<file path="src/rtl/serial_frame_sender_if.sv">
// Request and serial-line bundle for serial_frame_sender.
// The master side drives requests; the slave side drives the line.
interface serial_frame_sender_if #(
  parameter int DATA_W = 16,
  parameter int CNT_W  = 4
);
  logic              Start;
  logic [1:0]        PortIn;
  logic [CNT_W-1:0]  CountIn;
  logic [DATA_W-1:0] DataIn;
  logic              SerOut;
  logic              Busy;
  logic              DataPhase;
  logic              Done;

  modport master (
    output Start, PortIn, CountIn, DataIn,
    input  SerOut, Busy, DataPhase, Done
  );

  modport slave (
    input  Start, PortIn, CountIn, DataIn,
    output SerOut, Busy, DataPhase, Done
  );
endinterface

</file>
<file path="src/rtl/serial_frame_sender.sv">
// Frame serializer: start bit, 2-bit port, count field, N data bits.
// MSB-first, one bit per enabled clock, line idles high.
module serial_frame_sender #(
  parameter int DATA_W = 16,
  parameter int CNT_W  = 4
) (
  input logic                 clk,
  input logic                 rst,
  input logic                 clkEn,
  serial_frame_sender_if.slave bus
);

  localparam int MAXB = (CNT_W > 15) ? CNT_W : 15;
  localparam int IW   = $clog2(MAXB + 1);
  localparam int DIW  = (DATA_W > 1) ? $clog2(DATA_W) : 1;
  localparam int CIW  = (CNT_W > 1) ? $clog2(CNT_W) : 1;

  typedef enum logic [2:0] {
    IDLE,
    START,
    PORT,
    CNT,
    DATA
  } state_t;

  state_t            state;
  logic [1:0]        port_q;
  logic [CNT_W-1:0]  cnt_q;
  logic [DATA_W-1:0] data_q;
  logic [IW-1:0]     idx;
  logic              ser_q;
  logic              busy_q;
  logic              dp_q;
  logic              done_q;

  logic [IW-1:0]     idx_m1;
  logic [IW-1:0]     cnt_m1;

  // Index of the next lower bit in the field being sent
  always_comb begin
    idx_m1 = idx - IW'(1);
    cnt_m1 = IW'(cnt_q) - IW'(1);
  end

  // Frame FSM; the state names what is currently on the line
  always_ff @(posedge clk or negedge rst) begin
    if (!rst) begin
      state  <= IDLE;
      port_q <= '0;
      cnt_q  <= '0;
      data_q <= '0;
      idx    <= '0;
      ser_q  <= 1'b1;
      busy_q <= 1'b0;
      dp_q   <= 1'b0;
      done_q <= 1'b0;
    end else begin
      done_q <= 1'b0;
      if (clkEn) begin
        unique case (state)
          IDLE: begin
            if (bus.Start) begin
              port_q <= bus.PortIn;
              cnt_q  <= bus.CountIn;
              data_q <= bus.DataIn;
              ser_q  <= 1'b0;
              busy_q <= 1'b1;
              state  <= START;
            end
          end
          START: begin
            ser_q <= port_q[1];
            idx   <= IW'(1);
            state <= PORT;
          end
          PORT: begin
            if (idx != '0) begin
              ser_q <= port_q[0];
              idx   <= '0;
            end else begin
              ser_q <= cnt_q[CNT_W-1];
              idx   <= IW'(CNT_W - 1);
              state <= CNT;
            end
          end
          CNT: begin
            if (idx != '0) begin
              ser_q <= cnt_q[CIW'(idx_m1)];
              idx   <= idx_m1;
            end else if (cnt_q == '0) begin
              ser_q  <= 1'b1;
              busy_q <= 1'b0;
              done_q <= 1'b1;
              state  <= IDLE;
            end else begin
              ser_q <= data_q[DIW'(cnt_m1)];
              dp_q  <= 1'b1;
              idx   <= cnt_m1;
              state <= DATA;
            end
          end
          DATA: begin
            if (idx != '0) begin
              ser_q <= data_q[DIW'(idx_m1)];
              idx   <= idx_m1;
            end else begin
              ser_q  <= 1'b1;
              busy_q <= 1'b0;
              dp_q   <= 1'b0;
              done_q <= 1'b1;
              state  <= IDLE;
            end
          end
          default: begin
            ser_q  <= 1'b1;
            busy_q <= 1'b0;
            dp_q   <= 1'b0;
            state  <= IDLE;
          end
        endcase
      end
    end
  end

  assign bus.SerOut    = ser_q;
  assign bus.Busy      = busy_q;
  assign bus.DataPhase = dp_q;
  assign bus.Done      = done_q;

endmodule
</file>
<file path="src/flat_wrapper.sv">
// flat-port wrapper written by rule: the top's interface ports become plain ports
module serial_frame_sender_flat 
#(
  parameter int DATA_W = 16,
  parameter int CNT_W  = 4
)
  (clk, rst, clkEn, bus_Start, bus_PortIn, bus_CountIn, bus_DataIn, bus_SerOut, bus_Busy, bus_DataPhase, bus_Done);
  serial_frame_sender_if #(.DATA_W(DATA_W), .CNT_W(CNT_W)) bus_i ();
  input logic clk;
  input logic rst;
  input logic clkEn;
  input wire logic [$bits(bus_i.Start)-1:0] bus_Start;
  input wire logic [$bits(bus_i.PortIn)-1:0] bus_PortIn;
  input wire logic [$bits(bus_i.CountIn)-1:0] bus_CountIn;
  input wire logic [$bits(bus_i.DataIn)-1:0] bus_DataIn;
  output wire logic [$bits(bus_i.SerOut)-1:0] bus_SerOut;
  output wire logic [$bits(bus_i.Busy)-1:0] bus_Busy;
  output wire logic [$bits(bus_i.DataPhase)-1:0] bus_DataPhase;
  output wire logic [$bits(bus_i.Done)-1:0] bus_Done;
  assign bus_i.Start = bus_Start;
  assign bus_i.PortIn = bus_PortIn;
  assign bus_i.CountIn = bus_CountIn;
  assign bus_i.DataIn = bus_DataIn;
  assign bus_SerOut = bus_i.SerOut;
  assign bus_Busy = bus_i.Busy;
  assign bus_DataPhase = bus_i.DataPhase;
  assign bus_Done = bus_i.Done;
  serial_frame_sender #(.DATA_W(DATA_W), .CNT_W(CNT_W)) u_core (.clk(clk), .rst(rst), .clkEn(clkEn), .bus(bus_i));
endmodule
</file>
<file path="config.mk">
export PLATFORM = sky130hd
export DESIGN_NAME = serial_frame_sender_flat
export DESIGN_NICKNAME = d
export VERILOG_FILES = /design/src/rtl/serial_frame_sender_if.sv /design/src/rtl/serial_frame_sender.sv /design/src/flat_wrapper.sv
export SDC_FILE = /design/constraint.sdc
export NUM_CORES = 1
export LEC_CHECK = 0
export CORE_ASPECT_RATIO = 1.75
export CORE_UTILIZATION = 55
export CTS_CLUSTER_SIZE = 20
export DETAILED_ROUTE_END_ITERATION = 6
export PLACE_DENSITY = 0.85
export SYNTH_ARGS = -nofsm -noshare
export SYNTH_HDL_FRONTEND = slang
export SYNTH_SLANG_ARGS = --single-unit
</file>
<file path="constraint.sdc">
create_clock -name clk -period 4.4 [get_ports clk]
set_input_delay 0.44 -clock clk [delete_from_list [all_inputs] [get_ports clk]]
set_output_delay 0.44 -clock clk [all_outputs]
set_load 0.05 [all_outputs]
</file>
# Word level (Yosys, flattened, before mapping)
# Cells that the tools add are included.
[totals] reg_bits=33 word_cells=76
[classes] addsub=2 magnitude_cmp=3 n_eq_ne=12 muxes=36 bitwise=2 n_reduce_logical=12
[ops] op="$mux 1" count=18
[ops] op="$pmux 4 s4" count=1
[ops] op="$mux 3" count=5
[ops] op="$pmux 3 s5" count=1
[ops] op="$mux 4" count=3
[ops] op="$lt 4x5->1 const B" count=2
[ops] op="$ne 2x2->1 const B" count=5
[ops] op="$reduce_and 5->1" count=2
[ops] op="$bmux 1 s4" count=2
[ops] op="$reduce_bool 4->1" count=2
[ops] op="$sub 4x1->4 const B" count=2
[ops] op="$eq 3x2->1 const B" count=2
[ops] op="$reduce_and 6->1" count=1
[ops] op="$pmux 1 s5" count=1
[ops] op="$logic_not 4->1" count=1
[ops] op="$ne 2x1->1 const B" count=2
[ops] op="$pmux 1 s4" count=1
[ops] op="$reduce_and 4->1" count=1
[ops] op="$eq 3x1->1 const B" count=1
[ops] op="$eq 3x3->1 const B" count=1
[ops] op="$logic_not 3->1" count=1
[ops] op="$lt 2x3->1 const B" count=1
[ops] op="$ne 3x2->1 const B" count=1
[ops] op="$pmux 1 s3" count=1
[ops] op="8 further kinds" count=9

# Longest topological paths before layout
# Gate-level depths: netlist of the first run.
[logic_depth] word_depth=6 ltp_mapped=9 depth_no_buf=7

# Worst setup path after synthesis of the first run
# OpenSTA, ideal clock, no wires.
[synth_timing] path_type="reg2reg" startpoint="register u_core.idx[0]" endpoint="register u_core.ser_q, in the netlist u_core.bus.SerOut" setup_time_ns=0.083 arrival_time_ns=1.924 required_time_ns=4.317 slack_ns=2.393 path_stages_with_launch=9 path_buffers=1 period_less_slack_ns=2.007 path_cell_list="dfrtp_1 > buf_2 > inv_1 > ha_1 > or3b_1 > mux2_1 > nand2_1 > nand4_1 > o32a_1"
[synth_via] elab_chain_len=5 elab_cells_between_ends=10
[synth_rtl] element="start: declaration" line="serial_frame_sender.sv:30" text="logic [IW-1:0] idx;"
[synth_rtl] element="start signal: assignment" line="serial_frame_sender.sv:82" text="idx <= IW'(CNT_W - 1);"
[synth_rtl] element="start signal: assignment" line="serial_frame_sender.sv:89" text="idx <= idx_m1;"
[synth_rtl] element="start signal: assignment" line="serial_frame_sender.sv:98" text="idx <= cnt_m1;"
[synth_rtl] element="$sub 4x1->4" line="serial_frame_sender.sv:41" text="idx_m1 = idx - IW'(1);"
[synth_rtl] element="$bmux 1 s4 / $bmux 1 s2 (equally long branches)" line="serial_frame_sender.sv:104, serial_frame_sender.sv:88"
[synth_rtl] element="$mux 1 (on tied branches)" line="serial_frame_sender.sv:104, serial_frame_sender.sv:88"
[synth_rtl] element="$mux 1 (on tied branches)" line="serial_frame_sender.sv:103, serial_frame_sender.sv:87"
[synth_rtl] element="$pmux 1 s5 (*)" line="serial_frame_sender.sv:60" text="unique case (state)"
[synth_rtl] element="end signal: assignment" line="serial_frame_sender.sv:72" text="ser_q <= port_q[1];"
[synth_rtl] element="end signal: assignment" line="serial_frame_sender.sv:78" text="ser_q <= port_q[0];"
[synth_rtl] element="end signal: assignment" line="serial_frame_sender.sv:104" text="ser_q <= data_q[DIW'(idx_m1)];"
[synth_rtl] element="end: declaration" line="serial_frame_sender.sv:31" text="logic ser_q;"
# Every way passes the cells marked *; elsewhere a longest branch is shown, timed or not. The select of a mux whose other input is x is not followed.
# A chain may end at the register's enable or synchronous reset.

# Final worst setup path of the first run
[layout_timing] startpoint="register u_core.state[0]" endpoint="register u_core.data_q[13]"
[layout_via] elab_chain_len=2
[layout_rtl] element="start: declaration" line="serial_frame_sender.sv:26" text="state_t state;"
[layout_rtl] element="start signal: assignment" line="serial_frame_sender.sv:48" text="state <= IDLE;"
[layout_rtl] element="start signal: assignment" line="serial_frame_sender.sv:68" text="state <= START;"
[layout_rtl] element="start signal: assignment" line="serial_frame_sender.sv:74" text="state <= PORT;"
[layout_rtl] element="$logic_not 3->1" line="serial_frame_sender.sv:60"
[layout_rtl] element="$reduce_and 3->1 (no line)"
[layout_rtl] element="end signal: assignment" line="serial_frame_sender.sv:65" text="data_q <= bus.DataIn;"
[layout_rtl] element="end: declaration" line="serial_frame_sender.sv:29" text="logic [DATA_W-1:0] data_q;"
# Every way passes these cells.

==> results by group, run 1 <==
Timing
  – Min setup slack post-route: 1.73 ns
  – Least-Margin Pin Slew: approximately 1.1 ns
  – TNS Setup: 0 ns
  – Worst slew margin: 0.246
  – Pins Over Slew Limit: 0
  – Final cycle utilization of the critical path: 0.608
  – Unrepaired setup endpoints after global routing: false
  – Clock Skew: about 0.0082 ns
  – Final hold violation count: 0
  – FMAX: 374 MHz
  – Final setup vio count: 0
  – Hold Slack: between 0.5 and 0.6 ns
  – Tmin final: 2.67 ns

Place
  – Placed wire-length estimate: 3380 um
  – Gpl congestion: between 0.9 and 1
  – Port buffer count: 29
  – Setup WS pre-CTS: 1.58 ns

Pwr
  – Max VDD drop: around 0.46 mV
  – Pwr/cell area: 751 mW/mm2
  – Reg power frac: 0.348
  – Clock power frac: 0.161
  – Switching portion of total power: 0.399
  – Leak pwr: ~1.0 nW
  – Sw power: 0.727 mW
  – Internal: 1.10 mW
  – Combinational fraction of design power: 0.491

Logic synthesis
  – Top cell type's share of synthesized area: 0.399
  – Area leader, netlist: dfrtp_1
  – Synth unique cells: 52
  – Synthesized cell area: 0.00201 mm2
  – Fraction of the yosys area taken by sequential cells: 0.412
  – Mean area per synthesized cell: approximately 11 um2
  – Mux cell area share after synthesis: 0.263
  – XOR/XNOR share of the synthesized area: 0.0131
  – Area fraction in compound gates after synthesis: 0.134
  – Post-Synth Simple-Gate Area: 0.115
  – Synth top area cells: dfrtp_1 40%, mux2_1 11%, mux4_2 5.6%
  – Ys Warns: 0
  – Main combinational cell family by area after synthesis: multiplexers
  – Syn Inst Count: around 180
  – Post-synth top flop: dfrtp_1
  – Post-Synth Adder-Cell Area: 0.0187
  – Number of flops mapped to enable cells by yosys: 0
  – Register bit count reported by yosys: 33
  – Synth Net Count: 206
  – Fraction of registers with async set/reset: 1.00

Worst setup path
  – Reg-to-Reg End: u_core.data_q[13]
  – Reg2reg start: u_core.state[0]
  – CP Max Fanout: 22
  – Req. time, crit path: around 4.6 ns
  – Worst R2R Path Depth: 3
  – Crit path kind: flip-flop to flip-flop
  – Startpoint Class: flip-flop
  – CP Data Arrival Time: 2.83 ns
  – Worst R2R Setup Slack: 1.73 ns
  – CP Capture Type: flip-flop

Global routing
  – Initial antenna violation count: 0
  – Vias in the first global route: 1702
  – Total track usage: 0.279
  – First-pass GRT wire length: approximately 7600 um
  – Grt total ovfl: 0
  – Largest net degree at the start of global routing: 34

Clocking
  – Post-CTS Setup Bufs: 0
  – Maximum buffer depth of the clock tree: 2
  – Clk_lat worst skew: 0.28 ns
  – Clock sinks: 33
  – Root Driver: clkbuf_8
  – H-tree Lvls: 2
  – Gates resized, CTS repair: 0
  – CTS Hold Bufs: 0
  – TritonCTS clock tree: built
  – Total CTS buffers: 5
  – Clk pin slew, worst setup/hold paths: 0.07 ns

Worst hold path
  – Hold path depth: 1
  – Worst Hold Class: flip-flop to flip-flop
  – Min-Delay Endpoint: u_core.port_q[1]
  – Hold_sp: u_core.port_q[1]

Route
  – Pre-Repair DR Iteration Count: 4
  – Drt total wl: roughly 4500 um
  – Initial DRC count: 54
  – Vias/cell: 6.53
  – Post-route ant nets: 0
  – Detailed-route DRC error count: 0
  – Vias: 1632
  – WL/cell: 18.0 um

Floorplanning
  – Initial Util: 0.585
  – Die outline area: between 0.003 and 0.004 mm2
  – # rows: 28
  – Die W: 47.7 um
  – Core Area: between 0.003 and 0.004 mm2
  – Die Ht: roughly 82 um
  – Num ports: 30

Layout
  – Area grow syn2layout: 20.9%
  – Layout cells sized above 1: 0.132
  – Ant. Diodes: 0
  – Nets: 233

Outcome
  – Status: complete, no violations

Run
  – Max Cap Viol: 0
## stage by stage
stage	area (um2)	instances	utilization	total power, mW
3_5_place_dp	2310	242	0.673	1.52
2_1_floorplan	2010	177	-	1.31
4_1_cts	2430	250	0.707	1.82
3_3_place_gp	2310	242	0.673	1.48
6_report	2430	250	0.707	1.82
5_1_grt	2430	250	0.707	1.95
## cells by family after synthesis
| group | Yosys count |
|---|---|
| xor gates and xnor gates | 3 |
| adders and majority gates | 3 |
| AOI/OAI and AO/OA | 40 |
| buffers and inverters | 20 |
| muxes | 37 |
| and+or+nand+nor | 41 |
| DFF | 33 |
## placed cells by master, fill, tap and decap left out, drive strengths merged, types with 2 or more instances in the layout
cell / instances
dfrtp: 32
clkdlybuf4s50: 29
mux2: 24
nor2: 13
o21ai: 12
inv: 10
mux4: 9
clkbuf: 7
a21oi: 4
nor3: 4
nand2: 4
mux2i: 4
a31oi: 4
o31ai: 3
xor2: 3
o22ai: 3
nand3: 3
ha: 3
nor3b: 3
a211oi: 3
nand4: 2
or3b: 2
and3: 2
## cell type report
type | count | area (um2)
well taps | 45 | 56.3
clock buffers | 7 | 86.3
fillers | 281 | 1010
clock inverters | 1 | 30.0
inverters | 10 | 37.5
multi-input cells | 124 | 1090
repair buffers | 30 | 298
flip-flops and latches | 33 | 827
## state kept, by name, indices dropped and copies added, names as in the netlist
register              cells
u_core.bus.Busy           1
u_core.idx                4
u_core.bus.Done           1
u_core.state              3
u_core.bus.SerOut         1
u_core.cnt_q              4
u_core.bus.DataPhase      1
u_core.port_q             2
u_core.data_q            16
## routing by layer
| layer | wire, um | global-route usage | vias up |
|---|---|---|---|
| met3 | 229 | 0.0571 | 20 |
| met1 | 1520 | 0.291 | 803 |
| met2 | 2610 | 0.507 | 83 |
| li1 | - | - | 726 |
| met5 | 0 | 0 | - |
| met4 | 153 | 0.119 | 0 |
## critical path, cell delays in order (launching register included)
cell     delay (ns)
dfrtp_1        0.56
nor2_1         0.36
nand4_1        0.93
mux2_1         0.68
## worst max-delay path by stage
stage                         start                 to  cells past startpoint
finish              u_core.state[0]  u_core.data_q[13]                      3
global route        u_core.state[0]  u_core.data_q[12]                      3
CTS                 u_core.state[0]  u_core.data_q[12]                      3
detailed placement            clkEn  u_core.data_q[11]                      3
global placement              clkEn   u_core.data_q[7]                      3
floorplan             u_core.idx[0]  u_core.bus.SerOut                      8
## power by group through the flow
stage               Combinational, mW  Sequential (mW)  Clock, mW
finish                          0.895            0.634      0.293
global route                    0.977            0.660      0.315
CTS                             0.896            0.631      0.297
detailed placement              0.888            0.635          0
global placement                0.862            0.615          0
floorplan                       0.743            0.564          0
## synthesized netlist by cell type, drive strengths merged (4+ instances only)
cell	n
nand2	4
clkbuf	4
nor3	4
a21oi	4
mux4	9
dfrtp	32
mux2	24
inv	10
mux2i	4
a31oi	4
o21ai	12
nor2	13
buf	6
No activity file was read; power rests on OpenSTA's default activity.
==> inputs of run 2 (changes only) <==
--- a/config.mk
+++ b/config.mk
@@ -6,10 +6,10 @@
 export NUM_CORES = 1
 export LEC_CHECK = 0
 export CORE_ASPECT_RATIO = 1.75
-export CORE_UTILIZATION = 55
+export CORE_UTILIZATION = 54
 export CTS_CLUSTER_SIZE = 20
 export DETAILED_ROUTE_END_ITERATION = 6
-export PLACE_DENSITY = 0.85
+export PLACE_DENSITY = 0.84
 export SYNTH_ARGS = -nofsm -noshare
 export SYNTH_HDL_FRONTEND = slang
 export SYNTH_SLANG_ARGS = --single-unit
==> constraint.sdc (replaced) <==
create_clock -name clk -period 2.5 [get_ports clk]
set_input_delay 0.25 -clock clk [delete_from_list [all_inputs] [get_ports clk]]
set_output_delay 0.25 -clock clk [all_outputs]
set_load 0.05 [all_outputs]
==> run 2 against run 1 <==
  * Register-to-register slack got worse by 1.4 ns
  * Utilization is 2.7 points lower
  * Clock skew rose by 0.0011 ns
  * Sequential share of layout area down 0.23 points
  * Routed wire length increased by 3.3%
  * Worst setup slack got worse by 1.4 ns
  * Design area up 0.67%
  * Total power is 75% higher
  * Critical path depth increased by 4
  * Non-clock buffer count grew 6
  * Die area increased by 1.8%
==> results by group, run 2 (synthesis gave the netlist of run 1 again) <==
Route
  – Vias/cell: 6.27 (was 6.53)
  – WL/cell: 18.2 um (was 18.0 um)
  – Pre-Repair DR Iteration Count: 4 (unchanged)
  – Vias: 1604 (was 1632)
  – Post-route ant nets: 0 (unchanged)
  – Drt total wl: 4660 um (was 4510 um)
  – Initial DRC count: 76 (was 54)
  – Detailed-route DRC error count: 0 (unchanged)

Layout
  – Fill count: 265 (was 281)
  – Biggest regs: u_core.data_q: 16 flops, u_core.cnt_q: 4 flops, u_core.idx: 4 flops (unchanged)
  – Ant. Diodes: 0 (unchanged)
  – Finished Cell Area: 0.00244 mm2 (was 0.00243 mm2)
  – Largest Register: u_core.data_q (unchanged)
  – Fin util: 0.680 (was 0.707)
  – Multi-input gate area: 0.00109 mm2 (unchanged)
  – Nets: 239 (was 233)
  – Commonest non-fill, non-tap cell in the layout: dfrtp_1 (unchanged)
  – Area grow syn2layout: 21.7% (was 20.9%)
  – Largest register FFs: 16 (unchanged)
  – Layout cells sized above 1: 0.152 (was 0.132)
  – Most frequent cells in the layout: 32 x dfrtp_1, 29 x clkdlybuf4s50_1, 19 x mux2_1 (unchanged)
  – Seq. cell area: 827 um2 (unchanged)
  – Final Non-Filler Cells: 256 (was 250)

Floorplanning
  – # rows: 29 (was 28)
  – Die outline area: 0.00398 mm2 (was 0.00391 mm2)
  – Core Area: 0.00359 mm2 (was 0.00343 mm2)
  – Die Ht: 82.7 um (was 81.9 um)
  – Die W: 48.1 um (was 47.7 um)
  – Initial Util: 0.559 (was 0.585)
  – Num ports: 30 (unchanged)

Global routing
  – Largest net degree at the start of global routing: 34 (unchanged)
  – Vias in the first global route: 1646 (was 1702)
  – Grt total ovfl: 0 (unchanged)
  – Initial antenna violation count: 0 (unchanged)
  – First-pass GRT wire length: 7800 um (was 7560 um)
  – Total track usage: 0.288 (was 0.279)

Worst setup path
  – Critical-path cell list: inv_1 > ha_1 > or3b_1 > a21oi_1 > o221ai_1 > o21ba_1 > a221oi_1 (was nor2_1 > nand4_1 > mux2_1)
  – Req. time, crit path: 2.69 ns (was 4.55 ns)
  – CP Data Arrival Time: 2.39 ns (was 2.83 ns)
  – Slowest Stage Delay on Critical Path: 0.53 ns (was 0.93 ns)
  – CP Max Fanout: 12 (was 22)
  – WP buf/inv: 1 (was 0)
  – Top Family by Delay on Critical Path: compound AO/OA/AOI/OAI gates (was simple AND/OR/NAND/NOR gates)
  – CP Capture Type: flip-flop (unchanged)
  – Slowest CP cell: or3b_1 (was nand4_1)
  – Crit path kind: flip-flop to flip-flop (unchanged)
  – Startpoint Class: flip-flop (unchanged)

Run
  – Max Cap Viol: 0 (unchanged)

Clocking
  – Post-CTS Setup Bufs: 0 (unchanged)
  – Clock sinks: 33 (unchanged)
  – H-tree Lvls: 2 (unchanged)
  – Total CTS buffers: 5 (unchanged)
  – Maximum buffer depth of the clock tree: 2 (unchanged)
  – TritonCTS clock tree: built (unchanged)
  – Clk pin slew, worst setup/hold paths: 0.07 ns (about the same)
  – CTS Hold Bufs: 0 (unchanged)
  – Gates resized, CTS repair: 0 (unchanged)
  – Clk_lat worst skew: 0.29 ns (was 0.28 ns)
  – Root Driver: clkbuf_8 (unchanged)

Timing
  – Unrepaired setup endpoints after global routing: false (unchanged)
  – TNS Setup: 0 ns (unchanged)
  – FMAX: 454 MHz (was 374 MHz)
  – Tmin final: 2.20 ns (was 2.67 ns)
  – Pins Over Slew Limit: 0 (unchanged)
  – Least-Margin Pin Slew: 0.521 ns (was 1.13 ns)
  – Final setup vio count: 0 (unchanged)
  – Final cycle utilization of the critical path: 0.880 (was 0.608)
  – Min setup slack post-route: 0.299 ns (was 1.73 ns)
  – Clock Skew: 0.00930 ns (was 0.00821 ns)
  – Final hold violation count: 0 (unchanged)
  – Worst slew margin: 0.653 (was 0.246)

Worst hold path
  – Worst Hold Class: input pin to async pin (was flip-flop to flip-flop)

Pwr
  – Max VDD drop: 0.682 mV (was 0.457 mV)
  – Leak pwr: 1.03 nW (was 1.02 nW)
  – Pwr/cell area: 1300 mW/mm2 (was 751 mW/mm2)

Place
  – Gpl congestion: 0.890 (was 0.917)
  – Port buffer count: 29 (unchanged)
  – DP Area: 0.00236 mm2 (was 0.00231 mm2)
  – Setup WS pre-CTS: 0.317 ns (was 1.58 ns)
  – Placed wire-length estimate: 3530 um (was 3380 um)
  – Count of placed standard cells including taps: 249 (was 242)

Outcome
  – Status: complete, no violations (unchanged)
==> run 2: cell count changes in the layout (fill, tap and decap cells not counted), sizes merged <==
cell / before / now
buf: 1 / 7
bufinv: 1 / 0
==> run 2: routing by layer <==
layer,part of all wire,vias to the layer above,GRT usage
met5,0,-,0
met4,0.026,0,0.139
met3,0.043,13,0.0435
met2,0.59,70,0.522
met1,0.34,783,0.303
li1,-,738,-
==> run 2: power breakdown <==
part | switching (mW) | internal, mW | leakage (nW) | total [mW]
Clock | 0.192 | 0.218 | 0.0443 | 0.410
Combinational | 0.856 | 0.864 | 0.585 | 1.72
Sequential | 0.273 | 0.786 | 0.404 | 1.06
Total | 1.32 | 1.87 | 1.03 | 3.19
==> run 2: final timing paths <==
kind                                         from                end  slack [ns]  cells past startpoint
worst max-delay path                u_core.idx[0]    u_core.bus.Busy        0.30                      7
worst min register to register  u_core.data_q[15]  u_core.data_q[15]        0.51                      1
min in group clk                u_core.data_q[15]  u_core.data_q[15]        0.51                      1
max in group asynchronous                     rst  u_core.bus.SerOut        1.80                      2
worst max register to register      u_core.idx[0]    u_core.bus.Busy        0.30                      7
worst min-delay path                          rst    u_core.cnt_q[3]        0.37                      2
==> run 2: per-stage QoR <==
stage / hold WS [ns] / power [mW]
after floorplan: -0.0456 / 2.30
after global placement: 0.489 / 2.66
after detailed placement: 0.500 / 2.76
after CTS: 0.386 / 3.18
after global routing: 0.410 / 3.41
final: 0.373 / 3.19
==> run 2: cell type report <==
cell class	count	area share
multi-input cells	124	0.447
well taps	46	0.0236
clock buffers	7	0.0353
repair buffers	36	0.140
inverters	10	0.0154
flip-flops and latches	33	0.338
==> inputs of run 3 (changes only) <==
--- a/config.mk
+++ b/config.mk
@@ -10,6 +10,7 @@
 export CTS_CLUSTER_SIZE = 20
 export DETAILED_ROUTE_END_ITERATION = 6
 export PLACE_DENSITY = 0.84
+export SLEW_MARGIN = 10
 export SYNTH_ARGS = -nofsm -noshare
 export SYNTH_HDL_FRONTEND = slang
 export SYNTH_SLANG_ARGS = --single-unit
==> constraint.sdc (replaced) <==
create_clock -name clk -period 2.5 [get_ports clk]
set_input_delay 0.25 -clock clk [delete_from_list [all_inputs] [get_ports clk]]
set_output_delay 0.25 -clock clk [all_outputs]
set_load 0.02 [all_outputs]
==> results of run 3 <==
Same layout as run 2 (identical final DEF). Status: complete, no violations.
Among the figures that moved: total power 3.19 mW -> 3.14 mW
